File: src/rtl/ufpgapll_pkg.sv
// ufpgapll_pkg: constants and types shared by the PLL top, the feedback
// conditioner and the display stage.
//   CLK_HZ / FREQ_MIN_HZ  system clock and lowest legal feedback frequency
//   NOSIG_CYCLES_DEF      loss-of-signal timeout: NOSIG_PERIODS slowest periods
//   NS_CTR_W              width of the loss-of-signal counter
//   fb_edge_t             same-cycle "fb_clean is flipping now" indication
package ufpgapll_pkg;

  localparam int unsigned CLK_HZ           = 50_000_000;
  localparam int unsigned FREQ_MIN_HZ      = 50_000;
  localparam int unsigned NOSIG_PERIODS    = 5;
  localparam int unsigned NOSIG_CYCLES_DEF = NOSIG_PERIODS * (CLK_HZ / FREQ_MIN_HZ);
  localparam int          NS_CTR_W         = 24;

  // Combinational edge indication: high on the clock edge that will flip
  // fb_clean, i.e. the same edge that registers fb_rise / fb_fall.
  typedef struct packed {
    logic rise;
    logic fall;
  } fb_edge_t;

endpackage

File: src/rtl/sync_filter.sv
// sync_filter: two-flop synchroniser for the asynchronous feedback pin,
// followed by a consecutive-sample glitch filter and rise/fall pulse
// generation.
//   clk_50    system clock
//   rst_n     asynchronous active-low reset
//   fb_u      raw asynchronous feedback input
//   fb_clean  filtered level; flips after FILT_LEN disagreeing samples
//   fb_rise   one-cycle pulse, first cycle fb_clean reads 1
//   fb_fall   one-cycle pulse, first cycle fb_clean reads 0
//   edge_now  combinational: fb_clean flips on the coming edge
module sync_filter
  import ufpgapll_pkg::*;
#(
  parameter int FILT_LEN = 4
) (
  input  logic     clk_50,
  input  logic     rst_n,
  input  logic     fb_u,
  output logic     fb_clean,
  output logic     fb_rise,
  output logic     fb_fall,
  output fb_edge_t edge_now
);

  logic       fb_s0;
  logic       fb_s1;
  logic [3:0] filt_cnt;
  logic       disagree;
  logic       flip;

  assign disagree = (fb_s1 != fb_clean);
  // filt_cnt holds the number of disagreeing samples already seen, so the
  // FILT_LEN-th one arrives while it reads FILT_LEN-1.
  assign flip          = disagree && (filt_cnt == 4'(FILT_LEN - 1));
  assign edge_now.rise = flip &  fb_s1;
  assign edge_now.fall = flip & ~fb_s1;

  always_ff @(posedge clk_50 or negedge rst_n) begin
    if (!rst_n) begin
      fb_s0    <= 1'b0;
      fb_s1    <= 1'b0;
      fb_clean <= 1'b0;
      fb_rise  <= 1'b0;
      fb_fall  <= 1'b0;
      filt_cnt <= 4'd0;
    end else begin
      fb_s0   <= fb_u;
      fb_s1   <= fb_s0;
      fb_rise <= edge_now.rise;
      fb_fall <= edge_now.fall;
      if (flip) begin
        fb_clean <= fb_s1;
        filt_cnt <= 4'd0;
      end else if (disagree) begin
        filt_cnt <= filt_cnt + 4'd1;
      end else begin
        filt_cnt <= 4'd0;
      end
    end
  end

endmodule

File: src/rtl/fb_conditioner.sv
// fb_conditioner: feedback input conditioning ahead of the PLL phase
// comparator. Synchronises and deglitches fb_u, emits edge pulses, measures
// the rise-to-rise period and flags loss of signal.
//   clk_50        50 MHz system clock
//   rst_n         asynchronous active-low reset
//   fb_u          raw asynchronous feedback input
//   fb_clean      synchronised, glitch-filtered level
//   fb_rise       one-cycle pulse on fb_clean rising
//   fb_fall       one-cycle pulse on fb_clean falling
//   period        last valid rise-to-rise period in clk_50 cycles
//   period_valid  one-cycle strobe when period updates
//   nosig         loss-of-signal flag
module fb_conditioner
  import ufpgapll_pkg::*;
#(
  parameter int          FILT_LEN     = 4,
  parameter int          PERIOD_W     = 16,
  parameter int unsigned NOSIG_CYCLES = NOSIG_CYCLES_DEF
) (
  input  logic                clk_50,
  input  logic                rst_n,
  input  logic                fb_u,
  output logic                fb_clean,
  output logic                fb_rise,
  output logic                fb_fall,
  output logic [PERIOD_W-1:0] period,
  output logic                period_valid,
  output logic                nosig
);

  localparam logic [PERIOD_W-1:0] PER_MAX = '1;
  localparam logic [PERIOD_W-1:0] PER_ONE = PERIOD_W'(1);
  localparam logic [NS_CTR_W-1:0] NS_MAX  = NS_CTR_W'(NOSIG_CYCLES);
  localparam logic [NS_CTR_W-1:0] NS_ONE  = NS_CTR_W'(1);

  fb_edge_t            edge_now;
  logic [PERIOD_W-1:0] per_ctr;
  logic                armed;
  logic [NS_CTR_W-1:0] ns_ctr;
  logic                signal_edge;
  logic                ns_hit;

  sync_filter #(
    .FILT_LEN(FILT_LEN)
  ) u_sync_filter (
    .clk_50  (clk_50),
    .rst_n   (rst_n),
    .fb_u    (fb_u),
    .fb_clean(fb_clean),
    .fb_rise (fb_rise),
    .fb_fall (fb_fall),
    .edge_now(edge_now)
  );

  assign signal_edge = edge_now.rise | edge_now.fall;
  // True on the edge where ns_ctr reaches the timeout.
  assign ns_hit      = (ns_ctr == NS_MAX - NS_ONE);

  always_ff @(posedge clk_50 or negedge rst_n) begin
    if (!rst_n) begin
      per_ctr      <= '0;
      armed        <= 1'b0;
      period       <= '0;
      period_valid <= 1'b0;
      ns_ctr       <= '0;
      nosig        <= 1'b1;
    end else begin
      period_valid <= 1'b0;

      // Period measurement. A saturated counter means the gap was too long
      // to represent: drop it, but stay armed for the next period.
      if (edge_now.rise) begin
        if (armed && (per_ctr != PER_MAX)) begin
          period       <= per_ctr + PER_ONE;
          period_valid <= 1'b1;
        end
        per_ctr <= '0;
        armed   <= 1'b1;
      end else begin
        if (per_ctr != PER_MAX) begin
          per_ctr <= per_ctr + PER_ONE;
        end
        if (!signal_edge && ns_hit) begin
          armed <= 1'b0;
        end
      end

      // Loss of signal; a simultaneous signal edge wins over the timeout.
      if (signal_edge) begin
        ns_ctr <= '0;
        nosig  <= 1'b0;
      end else if (ns_hit) begin
        ns_ctr <= NS_MAX;
        nosig  <= 1'b1;
      end else if (ns_ctr != NS_MAX) begin
        ns_ctr <= ns_ctr + NS_ONE;
      end
    end
  end

endmodule
File: config.mk
export PLATFORM = sky130hd
export DESIGN_NAME = fb_conditioner
export DESIGN_NICKNAME = d
export VERILOG_FILES = /design/src/rtl/ufpgapll_pkg.sv /design/src/rtl/sync_filter.sv /design/src/rtl/fb_conditioner.sv
export SDC_FILE = /design/constraint.sdc
export NUM_CORES = 1
export LEC_CHECK = 0
export CAP_MARGIN = 20
export CORE_MARGIN = 5
export CORE_UTILIZATION = 40
export CTS_CLUSTER_SIZE = 40
export DETAILED_ROUTE_END_ITERATION = 7
export GPL_ROUTABILITY_DRIVEN = 0
export RECOVER_POWER = 100
export SYNTH_ARGS = -nofsm -noshare
export SYNTH_HDL_FRONTEND = slang
export SYNTH_SLANG_ARGS = --single-unit
export TNS_END_PERCENT = 20
File: constraint.sdc
create_clock -name clk_50 -period 1.9 [get_ports clk_50]
set_input_delay 0.38 -clock clk_50 [delete_from_list [all_inputs] [get_ports clk_50]]
set_output_delay 0.38 -clock clk_50 [all_outputs]
set_load 0.01 [all_outputs]
==> results of run 1 <==
-- synth_stat cells --
library cell and count:
sky130_fd_sc_hd__dfrtp_1 67, sky130_fd_sc_hd__nor2_1 42, sky130_fd_sc_hd__inv_1 21, sky130_fd_sc_hd__xor2_1 21, sky130_fd_sc_hd__nand2_1 17, sky130_fd_sc_hd__xnor2_1 17, sky130_fd_sc_hd__a21oi_1 16, sky130_fd_sc_hd__mux2i_1 16
sky130_fd_sc_hd__nand3_1 16, sky130_fd_sc_hd__nand4_1 11, sky130_fd_sc_hd__nor3_1 6, sky130_fd_sc_hd__and3_1 4, sky130_fd_sc_hd__ha_1 4, sky130_fd_sc_hd__nor4_1 4, sky130_fd_sc_hd__and4_1 3, sky130_fd_sc_hd__buf_2 3
sky130_fd_sc_hd__clkbuf_1 3, sky130_fd_sc_hd__mux2_2 3, sky130_fd_sc_hd__nor3b_1 3, sky130_fd_sc_hd__or2_2 2, sky130_fd_sc_hd__a211oi_1 1, sky130_fd_sc_hd__and2_1 1, sky130_fd_sc_hd__buf_4 1, sky130_fd_sc_hd__buf_6 1
sky130_fd_sc_hd__dfstp_2 1, sky130_fd_sc_hd__nand2b_1 1, sky130_fd_sc_hd__nand3_4 1, sky130_fd_sc_hd__nor3b_4 1, sky130_fd_sc_hd__nor4_2 1, sky130_fd_sc_hd__nor4b_1 1, sky130_fd_sc_hd__o31ai_1 1, sky130_fd_sc_hd__or3b_1 1
sky130_fd_sc_hd__or3b_2 1, sky130_fd_sc_hd__or4_1 1
-- path summary, 6_finish.rpt --
path | to | slack [ns] | from | cells after the start
hold / removal | u_sync_filter.fb_s1$_DFF_PN0_ | 0.35 | u_sync_filter.fb_s0$_DFF_PN0_ | 0
hold reg to reg | u_sync_filter.fb_s1$_DFF_PN0_ | 0.35 | u_sync_filter.fb_s0$_DFF_PN0_ | 0
max in group asynchronous | u_sync_filter.filt_cnt[0]$_DFF_PN0_ | 0.51 | rst_n | 2
min in group asynchronous | period[4]$_DFFE_PN0P_ | 0.48 | rst_n | 2
setup / recovery | period[14]$_DFFE_PN0P_ | 0.1 | per_ctr[0]$_DFFE_PN0P_ | 7
setup reg to reg | period[14]$_DFFE_PN0P_ | 0.1 | per_ctr[0]$_DFFE_PN0P_ | 7
-- state kept, by name, summed over array words and instances, names as in the netlist --
name,count
per_ctr,16
u_sync_filter.fb_fall,1
u_sync_filter.filt_cnt,4
armed,1
u_sync_filter.fb_rise,1
u_sync_filter.fb_s0,1
u_sync_filter.fb_clean,1
u_sync_filter.fb_s1,1
ns_ctr,24
period,16
period_valid,1
nosig,1
-- cells by family after synthesis --
group                    Yosys count
AO/OA/AOI/OAI                     18
XOR/XNOR                          38
adder cells (fa/ha/maj)            4
buffers and inverters             29
flip-flops                        68
multiplexers                      19
AND/OR/NAND/NOR                  117
-- power by group through the flow --
| stage | sequential [mW] | combinational (mW) | clock [mW] |
|---|---|---|---|
| after floorplan | 1.94 | 0.610 | 0 |
| after global placement | 1.95 | 0.996 | 0 |
| after detailed placement | 1.96 | 1.01 | 0 |
| after CTS | 1.93 | 1.02 | 1.42 |
| after global routing | 1.96 | 1.11 | 1.47 |
| final | 1.93 | 0.999 | 1.37 |
-- routing by layer --
layer / vias to the layer above / GRT usage, % / share of wire, %
met1: 1037 / 15.44 / 46
met4: 0 / 5.431 / 1.8
met5: - / 0 / 0
li1: 1082 / - / -
met3: 13 / 4.286 / 4.1
met2: 29 / 20.79 / 48
-- through the flow --
stage	setup TNS (ns)	power, mW	cell area (um^2)	cells	hold slack [ns]
floorplan	-1.526	2.551	3105	293	0.08441
detailed placement	0	2.972	3623	433	0.3387
global route	0	4.552	3845	449	0.3725
global placement	0	2.944	3623	433	0.3346
finish	0	4.294	3845	449	0.3523
CTS	0	4.371	3857	449	0.04998
-- layout by cell type, fill, tap and decap left out, drive strengths merged, types with 2 or more instances in the layout --
master	count
a21oi	16
and4	3
buf	22
nand2	17
clkinv	2
nand3	17
xnor2	17
ha	4
nand4	11
nor2	42
clkdlybuf4s50	21
or2	2
nor3b	4
xor2	21
dfrtp	67
nor4	5
mux2	3
nor3	6
or3b	2
bufinv	2
inv	22
clkbuf	13
mux2i	16
and3	4
-- layout make-up --
type	count	area (um^2)
Timing Repair Buffer	46	405.4
Clock inverter	5	82.58
Fill cell	717	3802
Tap cell	102	127.6
Sequential cell	68	1703
Clock buffer	11	151.4
Inverter	21	78.83
Multi-Input combinational cell	196	1296
==> reports/qor.json, run 1 <==
{
  "result_of_the_run": {"value": "completed"},
  "number_of_antenna_violations_at_the_first_check_in_global_routing": {"value": 0},
  "clock_sink_count": {"value": 68},
  "ioPinCount": {"value": 24},
  "root_buffer": {"value": "sky130_fd_sc_hd__clkbuf_8"},
  "cts-buffers-inserted": {"value": 9},
  "ratio_of_final_minimum_period_to_clock_period": {"value": 94.99, "unit": "%"},
  "design.core.area": {"value": 7647, "unit": "um^2"},
  "power_dissipated_by_switching_net_loads": {"value": 1.267, "unit": "mW"},
  "cts_tree": {"value": "done"},
  "multiplexer_share_of_the_synthesized_area": {"value": 6.245, "unit": "%"},
  "detail_route.drc_violations": {"value": 0},
  "seqPwrFrac": {"value": 45.0, "unit": "%"},
  "hold_class": {"value": "register to register"},
  "cellPowerDensity": {"value": 1117, "unit": "nW/um^2"},
  "h-tree-depth": {"value": 3},
  "route.antenna.remaining_nets": {"value": 0},
  "ys_top_cells_by_area": {"value": "sky130_fd_sc_hd__dfrtp_1, sky130_fd_sc_hd__xor2_1, sky130_fd_sc_hd__mux2i_1, sky130_fd_sc_hd__nor2_1, sky130_fd_sc_hd__xnor2_1"},
  "synth_top_cell_area_share": {"value": 53.99, "unit": "%"},
  "detailroute.via_count": {"value": 2161},
  "synthesis.area_per_instance": {"value": 10.60, "unit": "um^2"},
  "cp_data_required_time": {"value": 2.13, "unit": "ns"},
  "main_combinational_cell_family_by_area_after_synthesis": {"value": "simple AND/OR/NAND/NOR gates"},
  "p_sw_share": {"value": 29.50, "unit": "%"},
  "postCtsHoldBufs": {"value": 0},
  "number_of_global_route_vias_before_repair": {"value": 2137},
  "dr.pass1.iters": {"value": 4},
  "wirelength": {"value": 5.742, "unit": "mm"},
  "post_cts_buffers": {"value": 0},
  "core.rowCount": {"value": 32},
  "max_clock_freq": {"value": 554.1, "unit": "MHz"},
  "worstSetupPathType": {"value": "register to register"},
  "drv.max_cap_violation_count": {"value": 0},
  "place_ws": {"value": 0.05635, "unit": "ns"},
  "area.growth.synth_to_final": {"value": 23.81, "unit": "%"},
  "post-route-util": {"value": 50.28, "unit": "%"},
  "yosysTopAreaCell": {"value": "sky130_fd_sc_hd__dfrtp_1"},
  "synth-seq-cells": {"value": 68},
  "first_pass_grt_wire_length": {"value": 9.894, "unit": "mm"},
  "cts_resized": {"value": 0},
  "post_layout_net_count": {"value": 349},
  "cell_type_of_the_slowest_stage_on_the_worst_timing_path": {"value": "sky130_fd_sc_hd__dfrtp_1"},
  "synthesis.yosys.warnings": {"value": 0},
  "synthSimpleGateAreaFrac": {"value": 19.54, "unit": "%"},
  "netlist_instances": {"value": 293},
  "drt_first_iter_violations": {"value": 81},
  "drive_gt1_share": {"value": 14.41, "unit": "%"},
  "cp_cell_sequence": {"value": "ha_1, nand2_1, nor2_1, clkbuf_2, nand4_1, xnor2_1, mux2_2"},
  "data_arrival_time_of_the_critical_path": {"value": 2.03, "unit": "ns"},
  "category_of_the_worst_setup_path_launch_point": {"value": "register"},
  "critical_path.n_buffers_inverters": {"value": 1},
  "diodes": {"value": 0},
  "tightest_slew": {"value": 1.486, "unit": "ns"},
  "initial_core_util": {"value": 40.61, "unit": "%"},
  "critPathMaxFanout": {"value": 4},
  "port_buffers": {"value": 23},
  "synth-adder-area-share": {"value": 1.612, "unit": "%"},
  "worst_path_largest_cell_delay": {"value": 0.42, "unit": "ns"},
  "floorplan.die.height": {"value": 98.11, "unit": "um"},
  "intPower": {"value": 3.027, "unit": "mW"},
  "design.die.area": {"value": 9626, "unit": "um^2"},
  "critical_path.top_delay_family": {"value": "simple AND/OR/NAND/NOR gates"},
  "combPwrFrac": {"value": 23.3, "unit": "%"},
  "synth.yosys.seq_area_share": {"value": 54.83, "unit": "%"},
  "via_per_inst": {"value": 4.813},
  "route.detailed.wl_per_inst": {"value": 12.79, "unit": "um"},
  "clk_pin_slew": {"value": 0.07, "unit": "ns"},
  "postLayoutSetupSlackWorst": {"value": 0.09515, "unit": "ns"},
  "synth.net_count": {"value": 300},
  "clock_path_buffers": {"value": 2},
  "maxSlewViolCount": {"value": 0},
  "max-vdd-ir-drop": {"value": 615.7, "unit": "uV"},
  "synth_compound_area_share": {"value": 3.062, "unit": "%"},
  "setup_viol": {"value": 0},
  "globalRoute.totalOverflow": {"value": 0},
  "power.static_leakage": {"value": 1.806, "unit": "nW"},
  "clock_insertion_delay_worst_skew": {"value": 0.34, "unit": "ns"},
  "yosysUniqueCellTypes": {"value": 34},
  "timing.slew.headroom": {"value": 0.9543, "unit": "%"},
  "grt_max_degree": {"value": 69},
  "post_layout_minimum_cycle_time": {"value": 1.805, "unit": "ns"},
  "xor_xnor_share_of_the_synthesized_area": {"value": 10.72, "unit": "%"},
  "clock_power_share": {"value": 31.8, "unit": "%"},
  "hold_viol_final": {"value": 0},
  "critPathCaptureType": {"value": "register"},
  "clock-skew-final": {"value": 0.007716, "unit": "ns"},
  "syn-cell-area": {"value": 3105, "unit": "um^2"},
  "die_w": {"value": 98.11, "unit": "um"},
  "place_hpwl": {"value": 3.800, "unit": "mm"},
  "groute.usage.overall": {"value": 12.75, "unit": "%"},
  "rsz0062_at_grt": {"value": "no"}
}
Power figures use the tool's default switching activity.
==> run 2: changes to the inputs <==
==> constraint.sdc (replaced) <==
create_clock -name clk_50 -period 2.1 [get_ports clk_50]
set_input_delay 0.42 -clock clk_50 [delete_from_list [all_inputs] [get_ports clk_50]]
set_output_delay 0.42 -clock clk_50 [all_outputs]
set_load 0.01 [all_outputs]
==> reports/qor.json, run 2 (synthesized netlist as in run 1, its figures left out) <==
{
  "ioPinCount": {"value": 24, "change": "unchanged"},
  "data_arrival_time_of_the_critical_path": {"value": 2.17, "unit": "ns", "change": "was 2.03 ns"},
  "postCtsHoldBufs": {"value": 0, "change": "unchanged"},
  "cp_data_required_time": {"value": 2.33, "unit": "ns", "change": "was 2.13 ns"},
  "setup_viol": {"value": 0, "change": "unchanged"},
  "reg.largest.list": {"value": "ns_ctr x24, per_ctr x16, period x16", "change": "unchanged"},
  "fin_area": {"value": 3739, "unit": "um^2", "change": "was 3845 um^2"},
  "diodes": {"value": 0, "change": "unchanged"},
  "max_flop_register": {"value": "ns_ctr", "change": "unchanged"},
  "maxSlewViolCount": {"value": 0, "change": "unchanged"},
  "multi_input_area": {"value": 1281, "unit": "um^2", "change": "was 1296 um^2"},
  "cts_tree": {"value": "done", "change": "unchanged"},
  "layout.filler_cells": {"value": 735, "change": "was 717"},
  "number_of_global_route_vias_before_repair": {"value": 2208, "change": "was 2137"},
  "category_of_the_worst_setup_path_launch_point": {"value": "register", "change": "unchanged"},
  "root_buffer": {"value": "sky130_fd_sc_hd__clkbuf_8", "change": "unchanged"},
  "place_inst": {"value": 421, "change": "was 433"},
  "tightest_slew": {"value": 0.9538, "unit": "ns", "change": "was 1.486 ns"},
  "cts-buffers-inserted": {"value": 9, "change": "unchanged"},
  "design.core.area": {"value": 7647, "unit": "um^2", "change": "unchanged"},
  "post_layout_minimum_cycle_time": {"value": 1.946, "unit": "ns", "change": "was 1.805 ns"},
  "cellPowerDensity": {"value": 1028, "unit": "nW/um^2", "change": "was 1117 nW/um^2"},
  "finalSetupTns": {"value": 0, "unit": "ns", "change": "unchanged"},
  "design.die.area": {"value": 9626, "unit": "um^2", "change": "unchanged"},
  "clock_path_buffers": {"value": 2, "change": "unchanged"},
  "final_cell_count_no_fill": {"value": 437, "change": "was 449"},
  "core.rowCount": {"value": 32, "change": "unchanged"},
  "clock_insertion_delay_worst_skew": {"value": 0.35, "unit": "ns", "change": "was 0.34 ns"},
  "gr-usage-met2": {"value": 21.68, "unit": "%", "change": "was 20.79%"},
  "post-route-util": {"value": 48.89, "unit": "%", "change": "was 50.28%"},
  "final.hold.worst_slack": {"value": 0.1920, "unit": "ns", "change": "was 0.3523 ns"},
  "clock_sink_count": {"value": 68, "change": "unchanged"},
  "hold_class": {"value": "input port to asynchronous set/reset pin", "change": "was register to register"},
  "max-vdd-ir-drop": {"value": 545.0, "unit": "uV", "change": "was 615.7 uV"},
  "groute.usage.overall": {"value": 12.78, "unit": "%", "change": "was 12.75%"},
  "h-tree-depth": {"value": 3, "change": "unchanged"},
  "worstSetupPathType": {"value": "register to register", "change": "unchanged"},
  "drive_gt1_share": {"value": 9.851, "unit": "%", "change": "was 14.41%"},
  "gr-max-usage-layer": {"value": "met2", "change": "unchanged"},
  "post_layout_net_count": {"value": 337, "change": "was 349"},
  "floorplan.die.height": {"value": 98.11, "unit": "um", "change": "unchanged"},
  "rsz0062_at_grt": {"value": "no", "change": "unchanged"},
  "route.antenna.remaining_nets": {"value": 0, "change": "unchanged"},
  "detailroute.via_count": {"value": 2113, "change": "was 2161"},
  "clock-skew-final": {"value": 0.01175, "unit": "ns", "change": "was 0.007716 ns"},
  "detail_route.drc_violations": {"value": 0, "change": "unchanged"},
  "drt_first_iter_violations": {"value": 100, "change": "was 81"},
  "area.growth.synth_to_final": {"value": 20.39, "unit": "%", "change": "was 23.81%"},
  "largest_register_ffs": {"value": 24, "change": "unchanged"},
  "route.detailed.wl_per_inst": {"value": 12.42, "unit": "um", "change": "was 12.79 um"},
  "initial_core_util": {"value": 40.61, "unit": "%", "change": "unchanged"},
  "post_cts_buffers": {"value": 0, "change": "unchanged"},
  "timing.slew.headroom": {"value": 36.42, "unit": "%", "change": "was 0.9543%"},
  "number_of_antenna_violations_at_the_first_check_in_global_routing": {"value": 0, "change": "unchanged"},
  "result_of_the_run": {"value": "completed", "change": "unchanged"},
  "post_dp_cell_area": {"value": 3521, "unit": "um^2", "change": "was 3623 um^2"},
  "drv.max_cap_violation_count": {"value": 0, "change": "unchanged"},
  "max_clock_freq": {"value": 513.8, "unit": "MHz", "change": "was 554.1 MHz"},
  "place_ws": {"value": 0.1288, "unit": "ns", "change": "was 0.05635 ns"},
  "hold_viol_final": {"value": 0, "change": "unchanged"},
  "post-layout-total-power": {"value": 3.844, "unit": "mW", "change": "was 4.294 mW"},
  "place_hpwl": {"value": 3.747, "unit": "mm", "change": "was 3.800 mm"},
  "port_buffers": {"value": 23, "change": "unchanged"},
  "postLayoutSetupSlackWorst": {"value": 0.1537, "unit": "ns", "change": "was 0.09515 ns"},
  "critPathMaxFanout": {"value": 9, "change": "was 4"},
  "die_w": {"value": 98.11, "unit": "um", "change": "unchanged"},
  "clk_pin_slew": {"value": 0.08, "unit": "ns", "change": "was 0.07 ns"},
  "globalRouteMet3Util": {"value": 4.571, "unit": "%", "change": "was 4.286%"},
  "first_pass_grt_wire_length": {"value": 10.11, "unit": "mm", "change": "was 9.894 mm"},
  "globalRoute.totalOverflow": {"value": 0, "change": "unchanged"},
  "mostFrequentLayoutCells": {"value": "sky130_fd_sc_hd__dfrtp_1, sky130_fd_sc_hd__nor2_1, sky130_fd_sc_hd__dlygate4sd3_1, sky130_fd_sc_hd__inv_1, sky130_fd_sc_hd__xor2_1", "change": "was sky130_fd_sc_hd__dfrtp_1, sky130_fd_sc_hd__nor2_1, sky130_fd_sc_hd__inv_1, sky130_fd_sc_hd__xor2_1, sky130_fd_sc_hd__clkdlybuf4s50_1"},
  "ratio_of_final_minimum_period_to_clock_period": {"value": 92.68, "unit": "%", "change": "was 94.99%"},
  "grt_max_degree": {"value": 51, "change": "was 69"},
  "dr.pass1.iters": {"value": 4, "change": "unchanged"},
  "area.sequential": {"value": 1703, "unit": "um^2", "change": "unchanged"},
  "wirelength": {"value": 5.428, "unit": "mm", "change": "was 5.742 mm"},
  "globalRouteMet1Util": {"value": 15.61, "unit": "%", "change": "was 15.44%"},
  "critPathCaptureType": {"value": "register", "change": "unchanged"},
  "power.static_leakage": {"value": 1.795, "unit": "nW", "change": "was 1.806 nW"},
  "via_per_inst": {"value": 4.835, "change": "was 4.813"},
  "layout.cells.most_common": {"value": "sky130_fd_sc_hd__dfrtp_1", "change": "unchanged"}
}
run 2: cell types whose count changed in the layout (fill, tap and decap cells not counted), moves of 2 or more:
cell                              delta
sky130_fd_sc_hd__clkbuf_8            -2
sky130_fd_sc_hd__buf_4              -12
sky130_fd_sc_hd__clkbuf_1            +4
sky130_fd_sc_hd__dlygate4sd3_1      +21
sky130_fd_sc_hd__clkdlybuf4s50_1    -21
sky130_fd_sc_hd__buf_2               -2
run 2: layout make-up:
class                           count  share of cell area (%)
Clock buffer                       10                   3.414
Clock inverter                      6                   3.012
Inverter                           21                   2.108
Multi-Input combinational cell    196                   34.27
Sequential cell                    68                   45.55
Tap cell                          102                   3.414
Timing Repair Buffer               34                   8.233
run 2: worst max-delay path: stages (launching register included):
cell	delay, ns
sky130_fd_sc_hd__dfrtp_1	0.37
sky130_fd_sc_hd__ha_1	0.20
sky130_fd_sc_hd__or3b_1	0.45
sky130_fd_sc_hd__nor3b_4	0.27
sky130_fd_sc_hd__nand3_4	0.22
sky130_fd_sc_hd__buf_12	0.21
sky130_fd_sc_hd__mux2i_1	0.12
run 2: power breakdown:
group | internal, mW | switching, mW
clock network | 0.791 | 0.503
registers | 1.53 | 0.220
logic | 0.399 | 0.397
run 2: worst paths after layout:
kind                                                          start                       endpoint  slack, ns  depth (start not counted)
worst max-delay path            u_sync_filter.filt_cnt[0]$_DFF_PN0_          period[8]$_DFFE_PN0P_       0.15                          6
worst min-delay path                                          rst_n         per_ctr[3]$_DFFE_PN0P_       0.19                          1
worst max register to register  u_sync_filter.filt_cnt[0]$_DFF_PN0_          period[8]$_DFFE_PN0P_       0.15                          6
worst min register to register        u_sync_filter.fb_s0$_DFF_PN0_  u_sync_filter.fb_s1$_DFF_PN0_       0.35                          0
max in group asynchronous                                     rst_n         ns_ctr[22]$_DFFE_PN0P_       0.58                          2
min in group clk_50                   u_sync_filter.fb_s0$_DFF_PN0_  u_sync_filter.fb_s1$_DFF_PN0_       0.35                          0
run 2: repair_timing:
action	in CTS	in global routing
hold endpoints to repair	0	0
setup endpoints to repair	0	4
resized for setup	0	1
run 2: layer usage:
layer / part of all wire (%) / up-vias / routed length, um
met5: 0 / - / 0
met4: 0.77 / 0 / 42
met3: 4.6 / 5 / 251
met2: 47 / 34 / 2576
met1: 47 / 1016 / 2558
li1: - / 1058 / -
==> run 3: changes to the inputs <==
--- a/config.mk
+++ b/config.mk
@@ -5,6 +5,7 @@
 export SDC_FILE = /design/constraint.sdc
 export NUM_CORES = 1
 export LEC_CHECK = 0
+export ABC_CLOCK_PERIOD_IN_PS = 2100
 export CAP_MARGIN = 20
 export CORE_MARGIN = 5
 export CORE_UTILIZATION = 40
==> constraint.sdc (replaced) <==
create_clock -name clk_50 -period 2.1 [get_ports clk_50]
set_input_delay 0.42 -clock clk_50 [delete_from_list [all_inputs] [get_ports clk_50]]
set_output_delay 0.42 -clock clk_50 [all_outputs]
set_load 0.1 [all_outputs]
==> reports/qor.json, run 3 (synthesized netlist as in run 1, its figures left out) <==
{
  "layout.cells.most_common": {"value": "sky130_fd_sc_hd__dfrtp_1", "change": "unchanged"},
  "clk_pin_slew": {"value": 0.07, "unit": "ns", "change": "was 0.08 ns"},
  "ratio_of_final_minimum_period_to_clock_period": {"value": 91.98, "unit": "%", "change": "was 92.68%"},
  "cp_data_required_time": {"value": 2.31, "unit": "ns", "change": "was 2.33 ns"},
  "floorplan.die.height": {"value": 98.11, "unit": "um", "change": "unchanged"},
  "design.core.area": {"value": 7647, "unit": "um^2", "change": "unchanged"},
  "worstSetupPathType": {"value": "register to register", "change": "unchanged"},
  "drt_first_iter_violations": {"value": 30, "change": "was 100"},
  "failing_checks": {"value": "capacitance limit, slew limit"},
  "max-vdd-ir-drop": {"value": 382.9, "unit": "uV", "change": "was 545.0 uV"},
  "detail_route.drc_violations": {"value": 0, "change": "unchanged"},
  "critPathMaxFanout": {"value": 9, "change": "unchanged"},
  "result_of_the_run": {"value": "finished with violations", "change": "was completed"},
  "setup_viol": {"value": 0, "change": "unchanged"},
  "clock_sink_count": {"value": 68, "change": "unchanged"},
  "first_pass_grt_wire_length": {"value": 9.915, "unit": "mm", "change": "was 10.11 mm"},
  "area.growth.synth_to_final": {"value": 17.41, "unit": "%", "change": "was 20.39%"},
  "postLayoutSetupSlackWorst": {"value": 0.1685, "unit": "ns", "change": "was 0.1537 ns"},
  "maxSlewViolCount": {"value": 69, "change": "was 0"},
  "cts-buffers-inserted": {"value": 9, "change": "unchanged"},
  "worst_r2r_startpoint": {"value": "u_sync_filter.filt_cnt[0]$_DFF_PN0_", "change": "unchanged"},
  "hold_class": {"value": "register to register", "change": "was input port to asynchronous set/reset pin"},
  "clock-skew-final": {"value": 0.01030, "unit": "ns", "change": "was 0.01175 ns"},
  "power.static_leakage": {"value": 1.765, "unit": "nW", "change": "was 1.795 nW"},
  "category_of_the_worst_setup_path_launch_point": {"value": "register", "change": "unchanged"},
  "max_clock_freq": {"value": 517.7, "unit": "MHz", "change": "was 513.8 MHz"},
  "max_flop_register": {"value": "ns_ctr", "change": "unchanged"},
  "h-tree-depth": {"value": 3, "change": "unchanged"},
  "design.die.area": {"value": 9626, "unit": "um^2", "change": "unchanged"},
  "wirelength": {"value": 5.505, "unit": "mm", "change": "was 5.428 mm"},
  "route.detailed.wl_per_inst": {"value": 12.60, "unit": "um", "change": "was 12.42 um"},
  "mostFrequentLayoutCells": {"value": "sky130_fd_sc_hd__dfrtp_1, sky130_fd_sc_hd__nor2_1, sky130_fd_sc_hd__clkbuf_2, sky130_fd_sc_hd__inv_1, sky130_fd_sc_hd__xor2_1", "change": "was sky130_fd_sc_hd__dfrtp_1, sky130_fd_sc_hd__nor2_1, sky130_fd_sc_hd__dlygate4sd3_1, sky130_fd_sc_hd__inv_1, sky130_fd_sc_hd__xor2_1"},
  "largest_register_ffs": {"value": 24, "change": "unchanged"},
  "clock_insertion_delay_worst_skew": {"value": 0.34, "unit": "ns", "change": "was 0.35 ns"},
  "post_layout_minimum_cycle_time": {"value": 1.932, "unit": "ns", "change": "was 1.946 ns"},
  "root_buffer": {"value": "sky130_fd_sc_hd__clkbuf_8", "change": "unchanged"},
  "finalSetupTns": {"value": 0, "unit": "ns", "change": "unchanged"},
  "drv.max_cap_violation_count": {"value": 1, "change": "was 0"},
  "place_ws": {"value": 0.1541, "unit": "ns", "change": "was 0.1288 ns"},
  "core.rowCount": {"value": 32, "change": "unchanged"},
  "via_per_inst": {"value": 4.840, "change": "was 4.835"},
  "data_arrival_time_of_the_critical_path": {"value": 2.15, "unit": "ns", "change": "was 2.17 ns"},
  "critPathCaptureType": {"value": "register", "change": "unchanged"},
  "port_buffers": {"value": 23, "change": "unchanged"},
  "drive_gt1_share": {"value": 17.31, "unit": "%", "change": "was 9.851%"},
  "rsz0062_at_grt": {"value": "no", "change": "unchanged"},
  "dr.pass1.iters": {"value": 4, "change": "unchanged"},
  "post-layout-total-power": {"value": 4.283, "unit": "mW", "change": "was 3.844 mW"},
  "place_hpwl": {"value": 3.708, "unit": "mm", "change": "was 3.747 mm"},
  "groute.usage.overall": {"value": 12.64, "unit": "%", "change": "was 12.78%"},
  "holdCritStartpoint": {"value": "u_sync_filter.fb_s0$_DFF_PN0_"},
  "cts_resized": {"value": 0, "change": "unchanged"},
  "clock_path_buffers": {"value": 2, "change": "unchanged"},
  "grt_max_degree": {"value": 69, "change": "was 51"},
  "timing.slew.headroom": {"value": -9.836, "unit": "%", "change": "was 36.42%"},
  "reg.largest.list": {"value": "ns_ctr x24, per_ctr x16, period x16", "change": "unchanged"},
  "ioPinCount": {"value": 24, "change": "unchanged"},
  "cts_tree": {"value": "done", "change": "unchanged"},
  "route.antenna.remaining_nets": {"value": 0, "change": "unchanged"},
  "post_layout_net_count": {"value": 337, "change": "unchanged"},
  "worst_path_largest_cell_delay": {"value": 0.44, "unit": "ns", "change": "was 0.45 ns"},
  "detailroute.via_count": {"value": 2115, "change": "was 2113"},
  "number_of_global_route_vias_before_repair": {"value": 2195, "change": "was 2208"},
  "crit_path_start": {"value": "u_sync_filter.filt_cnt[0]$_DFF_PN0_", "change": "unchanged"},
  "cp_cell_sequence": {"value": "ha_1, or3b_1, nor3b_4, nand3_4, buf_12, mux2i_1", "change": "unchanged"},
  "cell_type_of_the_slowest_stage_on_the_worst_timing_path": {"value": "sky130_fd_sc_hd__or3b_1", "change": "unchanged"},
  "place_inst": {"value": 421, "change": "unchanged"},
  "hold_viol_final": {"value": 0, "change": "unchanged"},
  "die_w": {"value": 98.11, "unit": "um", "change": "unchanged"},
  "number_of_antenna_violations_at_the_first_check_in_global_routing": {"value": 0, "change": "unchanged"},
  "final_cell_count_no_fill": {"value": 437, "change": "unchanged"},
  "cellPowerDensity": {"value": 1175, "unit": "nW/um^2", "change": "was 1028 nW/um^2"},
  "post_cts_buffers": {"value": 0, "change": "unchanged"},
  "tightest_slew": {"value": 1.648, "unit": "ns", "change": "was 0.9538 ns"},
  "postCtsHoldBufs": {"value": 0, "change": "unchanged"},
  "diodes": {"value": 0, "change": "unchanged"},
  "initial_core_util": {"value": 40.61, "unit": "%", "change": "unchanged"},
  "globalRoute.totalOverflow": {"value": 0, "change": "unchanged"}
}
[run 3: cell type report]
type                       count  area [um^2]
fill                         757         4001
sequential                    68         1703
multi-input combinational    196         1279
timing repair buffer          34        209.0
clock buffer                  10        137.6
tap                          102        127.6
clock inverter                 6        111.4
inverter                      21        78.83
[run 3: metrics by stage]
step | util (%) | instance area, um^2 | hold slack (ns)
after floorplan | - | 3107 | 0.1244
after global placement | 45.53 | 3482 | 0.3344
after detailed placement | 45.53 | 3482 | 0.3402
after CTS | 48.79 | 3731 | 0.09554
after global routing | 47.68 | 3646 | 0.3740
final | 47.68 | 3646 | 0.3564
[run 3: final timing paths]
path                                                  to  slack [ns]  cells after the start
max in group asynchronous         ns_ctr[13]$_DFFE_PN0P_        0.54                      2
min in group asynchronous         per_ctr[4]$_DFFE_PN0P_        0.59                      2
min                        u_sync_filter.fb_s1$_DFF_PN0_        0.36                      0
max                               period[11]$_DFFE_PN0P_        0.17                      6
max reg2reg                       period[11]$_DFFE_PN0P_        0.17                      6
min reg2reg                u_sync_filter.fb_s1$_DFF_PN0_        0.36                      0
[run 3: routing by layer]
metal / track usage (%) / vias to the layer above / share of wire, % / wire length (um)
li1: - / 1056 / - / -
met1: 15.13 / 1025 / 46 / 2558
met2: 20.79 / 28 / 48 / 2621
met3: 4.643 / 6 / 4.4 / 243
met4: 4.792 / 0 / 1.5 / 82
met5: 0 / - / 0 / 0
[run 3: critical path: cells and delay by family (launching register included)]
| family | cells | cell delay, ns |
|---|---|---|
| adders and majority gates | 1 | 0.20 |
| buffers and inverters | 1 | 0.20 |
| DFF | 1 | 0.37 |
| muxes | 1 | 0.12 |
| and+or+nand+nor | 3 | 0.91 |
[run 3: where the power goes]
| part | switching, mW | total (mW) | internal [mW] |
|---|---|---|---|
| clock | 0.501 | 1.32 | 0.821 |
| sequential | 0.219 | 1.75 | 1.53 |
| combinational | 0.844 | 1.21 | 0.364 |
| total | 1.56 | 4.28 | 2.72 |
